### src/rtl/sha256_pkg.sv
// ============================================================================
//  Module      : sha256_pkg
//  Description : Shared constants, FSM encoding and SHA-256 helper functions
//                for the PCPI SHA-256 compression engine.
//  Revision    : 1.0 - initial release
// ============================================================================
`default_nettype none

package sha256_pkg;

    // Custom-0 instruction encoding and funct7 sub-operations
    localparam logic [6:0] SHA_OPCODE = 7'b0001011;
    localparam logic [2:0] SHA_FUNCT3 = 3'b000;
    localparam logic [6:0] F7_INIT    = 7'h00;
    localparam logic [6:0] F7_LOAD    = 7'h01;
    localparam logic [6:0] F7_RUN     = 7'h02;
    localparam logic [6:0] F7_READ    = 7'h03;

    typedef enum logic [2:0] {
        ST_IDLE  = 3'd0,
        ST_ACK   = 3'd1,
        ST_ROUND = 3'd2,
        ST_FINAL = 3'd3,
        ST_DONE  = 3'd4
    } state_t;

    localparam logic [31:0] IV [0:7] = '{
        32'h6a09e667, 32'hbb67ae85, 32'h3c6ef372, 32'ha54ff53a,
        32'h510e527f, 32'h9b05688c, 32'h1f83d9ab, 32'h5be0cd19
    };

    localparam logic [31:0] K [0:63] = '{
        32'h428a2f98, 32'h71374491, 32'hb5c0fbcf, 32'he9b5dba5, 32'h3956c25b, 32'h59f111f1, 32'h923f82a4, 32'hab1c5ed5,
        32'hd807aa98, 32'h12835b01, 32'h243185be, 32'h550c7dc3, 32'h72be5d74, 32'h80deb1fe, 32'h9bdc06a7, 32'hc19bf174,
        32'he49b69c1, 32'hefbe4786, 32'h0fc19dc6, 32'h240ca1cc, 32'h2de92c6f, 32'h4a7484aa, 32'h5cb0a9dc, 32'h76f988da,
        32'h983e5152, 32'ha831c66d, 32'hb00327c8, 32'hbf597fc7, 32'hc6e00bf3, 32'hd5a79147, 32'h06ca6351, 32'h14292967,
        32'h27b70a85, 32'h2e1b2138, 32'h4d2c6dfc, 32'h53380d13, 32'h650a7354, 32'h766a0abb, 32'h81c2c92e, 32'h92722c85,
        32'ha2bfe8a1, 32'ha81a664b, 32'hc24b8b70, 32'hc76c51a3, 32'hd192e819, 32'hd6990624, 32'hf40e3585, 32'h106aa070,
        32'h19a4c116, 32'h1e376c08, 32'h2748774c, 32'h34b0bcb5, 32'h391c0cb3, 32'h4ed8aa4a, 32'h5b9cca4f, 32'h682e6ff3,
        32'h748f82ee, 32'h78a5636f, 32'h84c87814, 32'h8cc70208, 32'h90befffa, 32'ha4506ceb, 32'hbef9a3f7, 32'hc67178f2
    };

    function automatic logic [31:0] rotr(input logic [31:0] x, input int n);
        return (x >> n) | (x << (32 - n));
    endfunction

    function automatic logic [31:0] big_sigma0(input logic [31:0] x);
        return rotr(x, 2) ^ rotr(x, 13) ^ rotr(x, 22);
    endfunction

    function automatic logic [31:0] big_sigma1(input logic [31:0] x);
        return rotr(x, 6) ^ rotr(x, 11) ^ rotr(x, 25);
    endfunction

    function automatic logic [31:0] small_sigma0(input logic [31:0] x);
        return rotr(x, 7) ^ rotr(x, 18) ^ (x >> 3);
    endfunction

    function automatic logic [31:0] small_sigma1(input logic [31:0] x);
        return rotr(x, 17) ^ rotr(x, 19) ^ (x >> 10);
    endfunction

    function automatic logic [31:0] ch(input logic [31:0] x, input logic [31:0] y, input logic [31:0] z);
        return (x & y) ^ (~x & z);
    endfunction

    function automatic logic [31:0] maj(input logic [31:0] x, input logic [31:0] y, input logic [31:0] z);
        return (x & y) ^ (x & z) ^ (y & z);
    endfunction

endpackage

`default_nettype wire

### src/rtl/sha256_round.sv
// ============================================================================
//  Module      : sha256_round
//  Description : Combinational single SHA-256 round. vars[0..7] = a..h.
//  Revision    : 1.0 - initial release
// ============================================================================
`default_nettype none

module sha256_round
    import sha256_pkg::*;
(
    input  logic [7:0][31:0] vars_in,
    input  logic [31:0]      k,
    input  logic [31:0]      w,
    output logic [7:0][31:0] vars_out
);

    logic [31:0] t1;
    logic [31:0] t2;

    // One compression round: new a/e from T1/T2, everything else shifts down
    always_comb begin
        t1 = vars_in[7] + big_sigma1(vars_in[4]) + ch(vars_in[4], vars_in[5], vars_in[6]) + k + w;
        t2 = big_sigma0(vars_in[0]) + maj(vars_in[0], vars_in[1], vars_in[2]);
        vars_out[0] = t1 + t2;
        vars_out[1] = vars_in[0];
        vars_out[2] = vars_in[1];
        vars_out[3] = vars_in[2];
        vars_out[4] = vars_in[3] + t1;
        vars_out[5] = vars_in[4];
        vars_out[6] = vars_in[5];
        vars_out[7] = vars_in[6];
    end

endmodule

`default_nettype wire

### src/rtl/pcpi_sha256_engine.sv
// ============================================================================
//  Module      : pcpi_sha256_engine
//  Description : Multi-cycle SHA-256 compression coprocessor on the picorv32
//                PCPI port (INIT / LOAD / RUN / READ custom-0 instructions).
//  Revision    : 1.0 - initial release
// ============================================================================
`default_nettype none

module pcpi_sha256_engine
    import sha256_pkg::*;
#(
    parameter logic [6:0] OPCODE = SHA_OPCODE,
    parameter logic [2:0] FUNCT3 = SHA_FUNCT3
)(
    input  logic        clk,
    input  logic        resetn,
    input  logic        pcpi_valid,
    input  logic [31:0] pcpi_insn,
    input  logic [31:0] pcpi_rs1,
    input  logic [31:0] pcpi_rs2,
    output logic        pcpi_wr,
    output logic [31:0] pcpi_rd,
    output logic        pcpi_wait,
    output logic        pcpi_ready,
    output logic        busy
);

    state_t           state;
    state_t           state_next;
    logic [31:0]      h_reg [0:7];
    logic [31:0]      w_reg [0:15];
    logic [7:0][31:0] wv;
    logic [7:0][31:0] wv_next;
    logic [5:0]       round_cnt;
    logic             guard;
    logic [31:0]      rd_q;
    logic             wr_q;
    logic [6:0]       funct7;
    logic             match;
    logic             fire;
    logic             unused_bits;

    assign funct7      = pcpi_insn[31:25];
    assign match       = (pcpi_insn[6:0] == OPCODE) && (pcpi_insn[14:12] == FUNCT3)
                         && (funct7[6:2] == 5'd0);
    // guard blocks the still-held valid in the cycle right after a ready pulse
    assign fire        = (state == ST_IDLE) && pcpi_valid && match && !guard;
    assign pcpi_wait   = match && pcpi_valid && (state != ST_ACK) && (state != ST_DONE);
    assign pcpi_ready  = (state == ST_ACK) || (state == ST_DONE);
    assign pcpi_rd     = rd_q;
    assign pcpi_wr     = wr_q;
    assign busy        = (state == ST_ROUND) || (state == ST_FINAL);
    assign unused_bits = ^{pcpi_insn[24:15], pcpi_insn[11:7], pcpi_rs2[31:4]};

    sha256_round u_round (
        .vars_in  (wv),
        .k        (K[round_cnt]),
        .w        (w_reg[0]),
        .vars_out (wv_next)
    );

    // State register
    always_ff @(posedge clk or negedge resetn) begin
        if (!resetn) state <= ST_IDLE;
        else         state <= state_next;
    end

    // Next-state logic
    always_comb begin
        state_next = state;
        case (state)
            ST_IDLE:  if (fire) state_next = (funct7 == F7_RUN) ? ST_ROUND : ST_ACK;
            ST_ACK:   state_next = ST_IDLE;
            ST_ROUND: if (round_cnt == 6'd63) state_next = ST_FINAL;
            ST_FINAL: state_next = ST_DONE;
            ST_DONE:  state_next = ST_IDLE;
            default:  state_next = ST_IDLE;
        endcase
    end

    // Datapath: chaining state, message schedule, working vars and result regs
    always_ff @(posedge clk or negedge resetn) begin
        if (!resetn) begin
            for (int i = 0; i < 8; i++)  h_reg[i] <= IV[i];
            for (int i = 0; i < 16; i++) w_reg[i] <= 32'd0;
            wv        <= '0;
            round_cnt <= 6'd0;
            guard     <= 1'b0;
            rd_q      <= 32'd0;
            wr_q      <= 1'b0;
        end else begin
            guard <= pcpi_ready;
            rd_q  <= 32'd0;
            wr_q  <= 1'b0;
            case (state)
                ST_IDLE: begin
                    if (fire) begin
                        case (funct7)
                            F7_INIT: for (int i = 0; i < 8; i++) h_reg[i] <= IV[i];
                            F7_LOAD: w_reg[pcpi_rs2[3:0]] <= pcpi_rs1;
                            F7_RUN: begin
                                for (int i = 0; i < 8; i++) wv[i] <= h_reg[i];
                                round_cnt <= 6'd0;
                            end
                            default: begin
                                rd_q <= h_reg[pcpi_rs1[2:0]];
                                wr_q <= 1'b1;
                            end
                        endcase
                    end
                end
                ST_ROUND: begin
                    wv        <= wv_next;
                    round_cnt <= round_cnt + 6'd1;
                    for (int i = 0; i < 15; i++) w_reg[i] <= w_reg[i + 1];
                    w_reg[15] <= small_sigma1(w_reg[14]) + w_reg[9]
                               + small_sigma0(w_reg[1]) + w_reg[0];
                end
                ST_FINAL: begin
                    for (int i = 0; i < 8; i++) h_reg[i] <= h_reg[i] + wv[i];
                end
                default: ;
            endcase
        end
    end

endmodule

`default_nettype wire

### config.mk
export PLATFORM = sky130hd
export DESIGN_NAME = pcpi_sha256_engine
export DESIGN_NICKNAME = d
export VERILOG_FILES = /design/src/rtl/sha256_pkg.sv /design/src/rtl/sha256_round.sv /design/src/rtl/pcpi_sha256_engine.sv
export SDC_FILE = /design/constraint.sdc
export NUM_CORES = 2
export LEC_CHECK = 0
export BUFFER_PORTS_ARGS = -buffer_cell sky130_fd_sc_hd__buf_2
export CORE_ASPECT_RATIO = 1.2
export CORE_UTILIZATION = 49
export DETAILED_ROUTE_END_ITERATION = 12
export PLACE_DENSITY = 0.67
export SYNTH_ARGS = -nofsm -noshare
export SYNTH_HDL_FRONTEND = slang
export SYNTH_SLANG_ARGS = --single-unit
### constraint.sdc
create_clock -name clk -period 7.8 [get_ports clk]
set_clock_uncertainty 0.05 [all_clocks]
set_input_delay 0 -clock clk [delete_from_list [all_inputs] [get_ports clk]]
set_output_delay 0 -clock clk [all_outputs]
set_load 0.03 [all_outputs]
**Word-level counts from Yosys, hierarchy flattened**

Memories as Yosys holds them, arrays and structs flattened.
Index checks and enable logic that the tools add are counted.

- Register bits after elaboration: 1067
- Bits in read-only memories: 2048
- Input bits: 99
- Output and inout port bits: 36
- Word-level logic and storage cells: 159
- Memories kept: 1

- Add/sub/neg operators: 19
- Magnitude comparators: 4
- Equality and inequality tests: 15
- Multiplexer cells: 30
- Bitwise gates (word level): 30
- Reductions and logical operators: 23

Memory list:

| memory | depth | bits a word | read ports | clocked after memory_dff | write ports | line | source |
|---|---|---|---|---|---|---|---|
| (no name shown) | 64 | 32 | 1 | 0 | 0 | pcpi_sha256_engine.sv:57 | `.k (K[round_cnt]),` |

Operator list:

| kind | count |
|---|---|
| 256-bit 2-to-1 mux | 4 |
| 512-bit 2-to-1 mux | 2 |
| 256-bit one-hot mux with 2 select lines | 2 |
| 512-bit one-hot mux with 2 select lines | 1 |
| 32-bit adder | 18 |
| 512-bit bitwise mux | 1 |
| 32-bit XOR | 9 |
| 32-bit 2-to-1 mux | 8 |
| 32-bit bitwise AND | 5 |
| 32-bit demux with 4-bit select | 1 |
| 32-bit binary-select mux with 3-bit select | 1 |
| 32-bit NOT | 1 |
| 10-bit by 32-bit bitwise OR with 32-bit output | 1 |
| 13-bit by 32-bit bitwise OR with 32-bit output | 1 |
| 14-bit by 32-bit bitwise OR with 32-bit output | 1 |
| 15-bit by 32-bit bitwise OR with 32-bit output | 1 |
| 19-bit by 32-bit bitwise OR with 32-bit output | 1 |
| 21-bit by 32-bit bitwise OR with 32-bit output | 1 |
| 25-bit by 32-bit bitwise OR with 32-bit output | 1 |
| 26-bit by 32-bit bitwise OR with 32-bit output | 1 |
| 30-bit by 32-bit bitwise OR with 32-bit output | 1 |
| 7-bit by 32-bit bitwise OR with 32-bit output | 1 |
| 32-bit by 22-bit XOR with 32-bit output | 1 |
| 32-bit by 29-bit XOR with 32-bit output | 1 |
| other kinds (35) | 56 |

**Logic depth before layout (Yosys ltp)**

- Word-level depth: 9
- Depth in mapped cells: 38
- Mapped depth without buffers: 36

**By module**

From an unflattened synthesis, not the netlist that was laid out.

- Cell total of the unflattened synthesis: 8452
- Area, all modules: 76096.7 um^2

Modules (own cells, without submodules):

| module | times used | cells an instance | area each (um^2) | seq. area each (um^2) |
|---|---|---|---|---|
| pcpi_sha256_engine | 1 | 7095 | 65044.9 | 26870.8 |
| sha256_round | 1 | 1357 | 11051.8 | 0.0 |

**Worst setup path before layout**

OpenSTA, ideal clock, no wires.

- Path type: register -> register
- Start point: register round_cnt[2]
- End point: register wv[31] in the netlist's numbering
- Library setup time: 0.137 ns
- Arrival time: 7.662 ns
- Data required time: 7.613 ns
- Path slack: -0.049 ns
- Cell stages (with the launch flop): 33
- Buffers on the path: 2
- Period minus slack after synthesis: 7.849 ns
- Path through: dfrtp_1 -> clkinv_1 -> clkbuf_1 -> clkbuf_1 -> ha_1 -> nand2_1 -> o311ai_0 -> o211ai_1 -> o221ai_1 -> fa_1 -> inv_1 -> ha_1 -> fa_1 -> a211oi_1 -> o21ai_0 -> o311a_1 -> a31oi_1 -> nor2_1 -> a211oi_1 -> xnor2_1 -> fa_1 -> ha_1 -> nand4_1 -> or2_2 -> a2111oi_0 -> o21ai_0 -> o21ai_0 -> a21oi_1 -> o21ai_0 -> a31oi_1 -> o21ai_0 -> xnor2_1 -> a21oi_1

- Longest elaborated chain between the ends: 8

Ends and longest elaborated chain:

| what | line | source |
|---|---|---|
| from (decl) | pcpi_sha256_engine.sv:34 | `logic [5:0] round_cnt;` |
| from (signal assigned) | pcpi_sha256_engine.sv:114 | `round_cnt <= round_cnt + 6'd1;` |
| 6-bit NOT with 7-bit output (implied by the code) | pcpi_sha256_engine.sv:57 |  |
| memory read 64 x 32 bit | -- |  |
| 32-bit 2-to-1 mux (implied by the code) (2 in series) | pcpi_sha256_engine.sv:57 |  |
| 32-bit adder (2 in series) | sha256_round.sv:22 | `t1 = vars_in[7] + big_sigma1(vars_in[4]) + ch(vars_in[4], vars_in[5], vars_in[6]) + k + w;` |
| 32-bit adder | sha256_round.sv:24 | `vars_out[0] = t1 + t2;` |
| 256-bit one-hot mux with 2 select lines | pcpi_sha256_engine.sv:95 | `case (state)` |
| to (signal assigned) | pcpi_sha256_engine.sv:113 | `wv <= wv_next;` |
| to (decl) | pcpi_sha256_engine.sv:32 | `logic [7:0][31:0] wv;` |

Every way passes these cells. The select of a mux whose other input is x is not followed.
A chain may end at the register's enable or synchronous reset.

**Worst setup path after layout**

- Start point: register wv[141] in the netlist's numbering
- End point: register wv[158] in the netlist's numbering

- Longest elaborated chain between the ends: 9
- Elaborated cells on any way between the ends: 15
- Classes of those cells: 5 x add/sub; 1 x mux; 9 x bitwise

Ends and longest elaborated chain:

| what | line | source |
|---|---|---|
| 21-bit by 32-bit bitwise OR with 32-bit output or 26-bit by 32-bit bitwise OR with 32-bit output (tied branches) | sha256_pkg.sv:44 | `return (x >> n) \| (x << (32 - n));` |
| 32-bit XOR (2 in series) | sha256_pkg.sv:52 | `return rotr(x, 6) ^ rotr(x, 11) ^ rotr(x, 25);` |
| 32-bit adder | sha256_round.sv:22 |  |
| 32-bit adder (*) (3 in series) | sha256_round.sv:22 |  |
| 32-bit adder (*) | sha256_round.sv:28 | `vars_out[4] = vars_in[3] + t1;` |
| 256-bit one-hot mux with 2 select lines (*) | pcpi_sha256_engine.sv:95 |  |

Mark *: on every way between the ends. The rest lies on a longest branch, timed or not.

==> flow_metrics.tcl <==
set metrics [dict create \
    status "completed" \
    whs_ns 0.07953 \
    drc_errors 0 \
    vias_per_cell 6.265 \
    async_reset_ff_frac 1.000 \
    drv_slew 0 \
    synthToLayoutAreaGrowth_pct 12.98 \
    fp.dieArea_um2 153800 \
    max_freq_ghz 0.1324 \
    p_leak_nw 36.84 \
    arrival_ns 8.13 \
    totalWireLength_um 285200 \
    synth_ff_type "dfrtp_1" \
    worst_path_dominant_cell_family "compound AO/OA/AOI/OAI gates" \
    gp_congestion 1.054 \
    ctsLongestPathBuffers 3 \
    hp-class "input pin to flop" \
    clkTransAtPathRegs_ns 0.07 \
    postSynthCellCount 8629 \
    synthDistinctLibCells 86 \
    finalHoldViolCount 0 \
    post-place-ws_ns -1.025 \
    period_needed_ns 7.553 \
    synth_edf_count 0 \
    peakVddDrop_uv 197.8 \
    nFillCells 13757 \
    dr_total_vias 67916 \
    drive_above_1_share 0.1323 \
    ant_nets 0 \
    numClockSinks 1067 \
    synth_area_um2 74600 \
    cp.required_ns 8.38 \
    largest_reg_flops 512 \
    grtUsageTotal 0.3655 \
    yosys_warnings 0 \
    first_pass_iters 6 \
    cpPeakStageDelay_ns 0.48 \
    grt_pass1_vias 66827 \
    dpl.hpwl_um 206300 \
    setup_violations 0 \
    worstSetupPathType "flop to flop" \
    crit_top_cell "buf_4" \
    start_util 0.4945 \
    die_w_um 358.2 \
    io_pins 135 \
    syn_area_per_cell_um2 8.646 \
    clock_latency_ns 0.80 \
    antenna_found_initial 7 \
    grt_start_max_net_pins 231 \
    critPathCaptureType "flop" \
    cts_max_level 3 \
    start_kind "flop" \
    ys_ff_latch 1067 \
    p_total_mw 11.88 \
    critPathMaxFanout 3 \
    finalCritPeriodShare 0.9684 \
    drtIter0Drc 6373 \
    final_nets 9451 \
    cp_num_buf_inv 7 \
    seq_area_um2 26880 \
    critical_path.slowest_cell "fa_1" \
    die_y_um 429.4 \
    post-route-util 0.5586 \
    overflow 0 \
    grt_pass1_wl_um 423400 \
    multi_input_area_um2 44290 \
    slew_headroom 0.1494 \
    cts_buffers 118 \
    io_buffers 91 \
    worst_pin_slew_ns 1.271 \
    yosysSeqAreaShare 0.3602 \
    wl_per_cell_um 26.31 \
    rows 156 \
    cts_tree "built" \
    cts_root_buffer "clkbuf_16" \
    fp.coreArea_um2 150900 \
    powerDensity_nw_per_um2 140.9 \
    drv_cap 0 \
    syn_nets 9316 \
    worst_slack_ns 0.2467 \
]
## Yosys cell counts (39+ instances only)
cell	number	area (µm²)
a211oi_1	46	345.3
a21o_1	181	1359
a21oi_1	509	2547
a22oi_1	457	3431
a31oi_1	279	1745
and3_1	39	244.0
buf_1	56	210.2
clkbuf_1	581	2181
dfrtp_1	931	23300
dfstp_2	136	3573
fa_1	195	3904
ha_1	393	4917
inv_1	421	1580
mux2i_1	69	690.7
mux4_2	69	1554
nand2_1	1330	4992
nand2b_1	68	425.4
nand3_1	69	345.3
nor2_1	616	2312
nor2b_1	42	262.8
nor3_1	95	475.5
o21a_1	56	420.4
o21ai_0	886	4434
o21bai_1	49	367.9
xnor2_1	341	2987
xor2_1	226	1979
## worst min-delay path: cells and delay by family
family	cells	cell delay, ns
AOI/OAI and AO/OA	2	0.28
and+or+nand+nor	2	0.38
buffers and inverters	1	0.16
## path summary, 6_finish.rpt
check,start,end,slack (ns),cells past startpoint
setup / recovery,wv[141],wv[158],0.25,32
hold / removal,pcpi_rs2[3],w_reg[224],0.08,5
setup reg to reg,wv[141],wv[158],0.25,32
hold reg to reg,w_reg[497],w_reg[497],0.43,2
max in group asynchronous,resetn,w_reg[262],5.62,5
min in group asynchronous,resetn,h_reg[30],0.40,3
## final cells by class
| type | count | area share |
|---|---|---|
| clock inverters | 37 | 0.006339 |
| flip-flops and latches | 1067 | 0.3189 |
| multi-input cells | 6500 | 0.5255 |
| clock buffers | 180 | 0.04090 |
| diodes | 4 | 0.0001188 |
| inverters | 424 | 0.01894 |
| repair buffers | 653 | 0.06000 |
| well taps | 1975 | 0.02932 |
## per-stage QoR
step                      setup TNS, ns  cell area (µm²)  instances
after global routing           -0.02973            84280      10839
after global placement           -4.753            79440      10572
after detailed placement         -4.771            79440      10572
after floorplan                       0            74600       8629
final                                 0            84280      10840
after CTS                      -0.02657            83980      10832
## repair_timing
item,4_1_cts,5_1_grt
pin swaps,9,38
hold endpoints to repair,829,0
setup endpoints to repair,15,18
resized for setup,34,61
setup buffers,1,6
hold buffers,42,0
## kinds of logic after synthesis
group / count (synthesis) / share of synthesized area
adders and majority gates: 609 / 0.1211
AOI/OAI and AO/OA: 2751 / 0.2294
buffers and inverters: 1062 / 0.05345
and+or+nand+nor: 2403 / 0.1344
DFF: 1067 / 0.3602
xor gates and xnor gates: 568 / 0.06678
muxes: 169 / 0.03477
## placed cells by master (no fill, tap or decap), types with 55 or more instances in the layout
| master | instances |
|---|---|
| ha_1 | 388 |
| dfstp_2 | 136 |
| xor2_1 | 222 |
| xnor2_1 | 335 |
| nor2_1 | 603 |
| mux4_2 | 69 |
| nand2b_1 | 67 |
| nor3_1 | 90 |
| inv_1 | 418 |
| o21ai_0 | 868 |
| a21o_1 | 180 |
| clkbuf_16 | 119 |
| o21a_1 | 55 |
| mux2i_1 | 69 |
| dfrtp_1 | 927 |
| a31oi_1 | 275 |
| a22oi_1 | 457 |
| nand2_1 | 1317 |
| fa_1 | 194 |
| buf_2 | 88 |
| nand3_1 | 68 |
| buf_4 | 502 |
| a21oi_1 | 496 |
## where the power goes
part / switching (mW) / internal, mW
Combinational: 0.327 / 0.134
Sequential: 0.000339 / 5.54
Clock: 2.56 / 3.32
## per-layer routing
layer | vias up | GRT usage | part of all wire
li1 | 30494 | - | -
met1 | 33812 | 0.4261 | 0.37
met2 | 2730 | 0.6086 | 0.48
met3 | 872 | 0.05756 | 0.063
met4 | 8 | 0.2614 | 0.084
met5 | - | 0 | 0.00023
Note: power is estimated with default switching activity, not from simulation.
